[src/rtl/blkmov_engine.sv]
// Sequential block-move engine: moves up to MAX_WORDS words between the register
// file and memory, ascending or descending, tolerating memory stalls.
module blkmov_engine #(
  parameter  int WORD_WIDTH = 32,
  parameter  int ADDR_WIDTH = 32,
  parameter  int NUM_REGS   = 16,
  parameter  int MAX_WORDS  = 8,
  localparam int REG_W      = $clog2(NUM_REGS),
  localparam int CNT_W      = $clog2(MAX_WORDS + 1)
) (
  input  logic                  clk,
  input  logic                  rst_n,
  input  logic                  start,
  input  logic                  is_store,
  input  logic                  decrement,
  input  logic [ADDR_WIDTH-1:0] base_addr,
  input  logic [REG_W-1:0]      first_reg,
  input  logic [CNT_W-1:0]      count,
  output logic                  busy,
  output logic                  done,
  output logic [ADDR_WIDTH-1:0] final_ptr,
  output logic [REG_W-1:0]      reg_rd_idx,
  input  logic [WORD_WIDTH-1:0] reg_rd_data,
  output logic                  reg_wr_en,
  output logic [REG_W-1:0]      reg_wr_idx,
  output logic [WORD_WIDTH-1:0] reg_wr_data,
  output logic                  mem_req,
  output logic                  mem_we,
  output logic [ADDR_WIDTH-1:0] mem_addr,
  output logic [WORD_WIDTH-1:0] mem_wdata,
  input  logic                  mem_ack,
  input  logic [WORD_WIDTH-1:0] mem_rdata
);

  localparam logic [ADDR_WIDTH-1:0] STEP = ADDR_WIDTH'(WORD_WIDTH / 8);

  typedef enum logic [1:0] {IDLE = 2'd0, XFER = 2'd1, DONE = 2'd2} state_t;

  state_t                state_r;
  logic                  dec_r;
  logic [CNT_W-1:0]      n_r;
  logic [CNT_W-1:0]      k_r;
  logic                  busy_r;
  logic                  done_r;
  logic [ADDR_WIDTH-1:0] final_ptr_r;
  logic [REG_W-1:0]      reg_rd_idx_r;
  logic                  reg_wr_en_r;
  logic [REG_W-1:0]      reg_wr_idx_r;
  logic [WORD_WIDTH-1:0] reg_wr_data_r;
  logic                  mem_req_r;
  logic                  mem_we_r;
  logic [ADDR_WIDTH-1:0] mem_addr_r;
  logic [CNT_W-1:0]      n_eff_s;

  // Saturate the requested word count at MAX_WORDS
  always_comb begin
    n_eff_s = count;
    if (count > CNT_W'(MAX_WORDS)) begin
      n_eff_s = CNT_W'(MAX_WORDS);
    end else begin
      n_eff_s = count;
    end
  end

  // Control FSM; address and register index advance incrementally per acked word
  always_ff @(posedge clk or negedge rst_n) begin
    if (!rst_n) begin
      state_r       <= IDLE;
      dec_r         <= 1'b0;
      n_r           <= '0;
      k_r           <= '0;
      busy_r        <= 1'b0;
      done_r        <= 1'b0;
      final_ptr_r   <= '0;
      reg_rd_idx_r  <= '0;
      reg_wr_en_r   <= 1'b0;
      reg_wr_idx_r  <= '0;
      reg_wr_data_r <= '0;
      mem_req_r     <= 1'b0;
      mem_we_r      <= 1'b0;
      mem_addr_r    <= '0;
    end else begin
      reg_wr_en_r <= 1'b0;
      done_r      <= 1'b0;
      case (state_r)
        IDLE: begin
          if (start) begin
            dec_r  <= decrement;
            n_r    <= n_eff_s;
            k_r    <= '0;
            busy_r <= 1'b1;
            if (n_eff_s == CNT_W'(0)) begin
              state_r     <= DONE;
              done_r      <= 1'b1;
              final_ptr_r <= base_addr;
            end else begin
              state_r      <= XFER;
              mem_req_r    <= 1'b1;
              mem_we_r     <= is_store;
              mem_addr_r   <= decrement ? (base_addr - STEP) : base_addr;
              // Descending starts at the highest register so the lowest lands lowest
              reg_rd_idx_r <= decrement ? (first_reg + REG_W'(n_eff_s - CNT_W'(1))) : first_reg;
            end
          end
        end
        XFER: begin
          if (mem_ack) begin
            if (!mem_we_r) begin
              reg_wr_en_r   <= 1'b1;
              reg_wr_idx_r  <= reg_rd_idx_r;
              reg_wr_data_r <= mem_rdata;
            end
            if (k_r == (n_r - CNT_W'(1))) begin
              state_r     <= DONE;
              mem_req_r   <= 1'b0;
              mem_we_r    <= 1'b0;
              done_r      <= 1'b1;
              final_ptr_r <= dec_r ? mem_addr_r : (mem_addr_r + STEP);
            end else begin
              k_r          <= k_r + CNT_W'(1);
              mem_addr_r   <= dec_r ? (mem_addr_r - STEP) : (mem_addr_r + STEP);
              reg_rd_idx_r <= dec_r ? (reg_rd_idx_r - REG_W'(1)) : (reg_rd_idx_r + REG_W'(1));
            end
          end
        end
        DONE: begin
          busy_r  <= 1'b0;
          state_r <= IDLE;
        end
        default: begin
          busy_r    <= 1'b0;
          mem_req_r <= 1'b0;
          mem_we_r  <= 1'b0;
          state_r   <= IDLE;
        end
      endcase
    end
  end

  assign busy        = busy_r;
  assign done        = done_r;
  assign final_ptr   = final_ptr_r;
  assign reg_rd_idx  = reg_rd_idx_r;
  assign reg_wr_en   = reg_wr_en_r;
  assign reg_wr_idx  = reg_wr_idx_r;
  assign reg_wr_data = reg_wr_data_r;
  assign mem_req     = mem_req_r;
  assign mem_we      = mem_we_r;
  assign mem_addr    = mem_addr_r;
  assign mem_wdata   = (mem_req_r && mem_we_r) ? reg_rd_data : '0;

endmodule

[config.mk]
export PLATFORM = sky130hd
export DESIGN_NAME = blkmov_engine
export DESIGN_NICKNAME = d
export VERILOG_FILES = /design/src/rtl/blkmov_engine.sv
export SDC_FILE = /design/constraint.sdc
export NUM_CORES = 1
export LEC_CHECK = 0
export ABC_AREA = 1
export CAP_MARGIN = 20
export CORE_UTILIZATION = 50
export DETAILED_ROUTE_END_ITERATION = 12
export DONT_BUFFER_PORTS = 1
export PLACE_DENSITY = 0.67
export SYNTH_ARGS = -nofsm -noshare
export SYNTH_HDL_FRONTEND = slang
export SYNTH_SLANG_ARGS = --single-unit
[constraint.sdc]
create_clock -name clk -period 5.4 [get_ports clk]
set_clock_uncertainty 0.2 [all_clocks]
set_input_delay 1.08 -clock clk [delete_from_list [all_inputs] [get_ports clk]]
set_output_delay 1.08 -clock clk [all_outputs]
set_load 0.02 [all_outputs]
==> metrics.md <==
| Metric | Value |
|---|---|
| Starting Density | `between 50% and 60%` |
| RSZ-0062 raised after global routing | `false` |
| DRT Wirelength | `roughly 28,000 um` |
| Post-layout util | `between 50 and 60%` |
| Max Slew Vio Count | `0` |
| Compound-Gate Fraction of Synth Area | `around a tenth` |
| DIE WIDTH | `roughly 140 um` |
| Number of diodes | `0` |
| Simple-Gate Fraction of Synth Area | `roughly two fifths` |
| Worst rel slew slack | `34.7%` |
| Fin crit share | `between 60% and 70%` |
| Min Tclk post-route | `3.50 ns` |
| # DRC | `0` |
| Post-CTS Hold Fix Bufs | `0` |
| Worst-skew pair later-pin latency | `approximately 0.42 ns` |
| Initial drt markers | `approximately 840` |
| Layout cells sized above 1 | `approximately 5.9%` |
| Synth Cell Area | `0.00893 mm2` |
| WL per Instance | `17.2 um` |
| Final HPWL DP | `between 20,000 and 25,000 um` |
| Synthesized Nets | `~1,500` |
| Core Region | `about 0.017 mm2` |
| PortBufs | `0` |
| #FFs+latches synth | `120` |
| Worst EP required | `4.12 ns` |
| Placed insts | `approximately 1,600` |
| Syn avg cell area | `roughly 6.3 um2` |
| WS Path Type | `flop to output port` |
| Vias | `8,988` |
| Crit Path Max Fanout | `32` |
| Synth unique cells | `42` |
| First-pass GRT wire length | `between 40,000 and 50,000 um` |
| Warnings from Yosys | `0` |
| Final setup viols | `0` |
| Min-Delay Path Class | `input port to asynchronous set/reset pin` |
| Fin nets | `1,514` |
| GRT Residual Overflow | `0` |
| Worst setup SP type | `flop` |
| Gpl congestion | `approximately 0.93` |
| Max cap viols | `0` |
| Run status | `complete, no violations` |
| Post_cts resized | `0` |
| Layout Area Growth over Synthesis | `7.06%` |
| H-tree Lvls | `4` |
| GR Util All Layers | `between 30% and 40%` |
| Clock Sinks | `120` |
| Hold Violations, Final | `0` |
| Adder-Cell Fraction of Synth Area | `between 2 and 2.5%` |
| Largest family of logic cells by synthesized area | `simple AND/OR/NAND/NOR gates` |
| CTS Buf Count | `17` |
| Post-Synthesis Cells | `approximately 1,400` |
| Leak pwr | `4.83 nW` |
| Total power | `roughly 6.0 mW` |
| Cell Rows | `48` |
| Root Buffer | `clkbuf_16` |
| Clock transition at path regs | `approximately 0.06 ns` |
| Crit path DAT | `between 2 and 2.5 ns` |
| Worst-case vdd ir drop | `just over 0.4 mV` |
| Multiplexer share of the synthesized area | `0%` |
| Slew @ Worst Pin | `around 0.98 ns` |
| Via density per instance | `5.52` |
| Detailed-router iteration count before antenna repair | `6` |
| PwrDens | `about 620 mW/mm2` |
| Synth Area in XOR/XNOR | `between 2 and 2.5%` |
| Sequential element share of the synthesized area | `approximately a third` |
| Setup TNS | `0 ns` |
| CTS max path bufs | `2` |
| Worst Setup End Kind | `output port` |
| Final antenna-violating net count | `0` |
| Fmax | `285 MHz` |
| I/O pins | `251` |
| Hold Slack | `approximately 0.15 ns` |
| Final non-filler cell total | `around 1,600` |
| Die Y | `between 100 and 150 um` |
| Vias in the first global route | `8,061` |
| Die area | `~0.018 mm2` |
| CTS tree | `built` |
| Antenna violations before repair | `0` |
| Pin count of the biggest net entering global routing | `around 120` |
| Post-CTS setup buffer count | `0` |
-- Yosys cell counts (all sizes together) --
cell	number	share of area [%]
nor2	208	9.3
xnor2	5	0.49
o31ai	3	0.25
a211oi	1	0.084
nand2	515	22
nand3b	6	0.50
inv	163	6.9
nor3	20	1.6
o41ai	1	0.098
and2	3	0.21
a21oi	45	2.5
nand4	13	0.91
o21bai	1	0.084
ha	13	1.8
fa	2	0.45
buf	34	2.6
o21ai	96	5.7
nand3	102	5.9
o21a	1	0.084
o22ai	4	0.28
or2	3	0.21
clkbuf	26	1.1
xor2	18	1.8
a22oi	2	0.17
clkinv	2	0.098
dfrtp	120	34
o211ai	16	1.3
-- cells in the final DEF (no fill, tap or decap), types with 3 or more instances in the layout --
master / n
o21ai_2: 8
inv_1: 159
nand4_1: 13
clkbuf_16: 17
buf_4: 6
o31ai_1: 3
o21ai_1: 15
inv_6: 3
nor3_2: 5
inv_2: 3
nand3b_1: 6
xor2_1: 18
or2_2: 3
nand3_1: 98
a21oi_1: 45
nand2_1: 507
o21ai_0: 73
clkinvlp_4: 4
nor2_4: 4
dfrtp_1: 120
nand2_2: 7
nor2_1: 198
ha_1: 13
o22ai_1: 4
o211ai_1: 16
and2_1: 3
nand3_2: 4
xnor2_1: 5
nor3_1: 13
nor2_2: 6
-- cell type report --
cell class              count  area, um2
clock buffers              20        457
clock inverters            12        141
fillers                  1758       7800
inverters                 165        623
multi-input cells        1078       4980
flip-flops and latches    120       3000
well taps                 225        282
repair buffers              7       72.6
-- kinds of logic (layout without fill, tap and decap cells) --
family | count (synthesis) | count (layout)
buf+inv | 225 | 204
xor+xnor | 23 | 23
simple gates | 870 | 870
flops | 120 | 120
fa+ha+maj | 15 | 15
compound gates | 170 | 170
-- where the power goes --
group / total, mW / internal [mW] / switching (mW) / leakage (nW)
clock network: 1.16 / 0.710 / 0.451 / 0.282
logic: 2.47 / 0.785 / 1.68 / 3.05
registers: 2.32 / 1.31 / 1.01 / 1.50
-- final timing paths --
path                                         from                       end  slack, ns  depth (start not counted)
setup / recovery               mem_we$_DFFE_PN0P_              mem_wdata[9]       1.90                          2
hold / removal                              rst_n  mem_addr[30]$_DFFE_PN0P_       0.15                          0
setup reg to reg           state_r[1]$_DFFE_PN0P_  final_ptr[5]$_DFFE_PN0P_       2.40                         10
hold reg to reg                n_r[3]$_DFFE_PN0P_        n_r[3]$_DFFE_PN0P_       0.34                          2
max in group asynchronous                   rst_n        n_r[2]$_DFFE_PN0P_       4.66                          0
min in group clk               n_r[3]$_DFFE_PN0P_        n_r[3]$_DFFE_PN0P_       0.34                          2
-- registers in the layout, indices dropped and copies added, names as in the netlist --
signal       flops
final_ptr       32
reg_rd_idx       4
busy             1
mem_addr        32
done             1
state_r          2
mem_we           1
reg_wr_idx       4
n_r              4
dec_r            1
reg_wr_data     32
k_r              4
mem_req          1
reg_wr_en        1
-- per-layer routing --
layer,wire length [um],part of all wire [%],vias up,GRT usage (%)
met5,0,0,-,0
met4,796,2.8,0,11.9
met3,2730,9.7,51,9.32
met2,12600,45,431,47.7
met1,11800,42,4106,41.1
li1,-,-,4400,-
-- critical path, stage by stage, from the launching register on --
cell and delay (ns):
dfrtp_1 0.57, nand2_1 0.64, nor2_1 0.57
-- stage by stage --
step           setup WS (ns)  cell area, um2
2_1_floorplan           2.16            8930
3_5_place_dp            2.05            8960
6_report                1.90            9560
4_1_cts                 1.87            9560
5_1_grt                 1.65            9560
3_3_place_gp            2.09            8930
(Power assumes the default switching activity.)
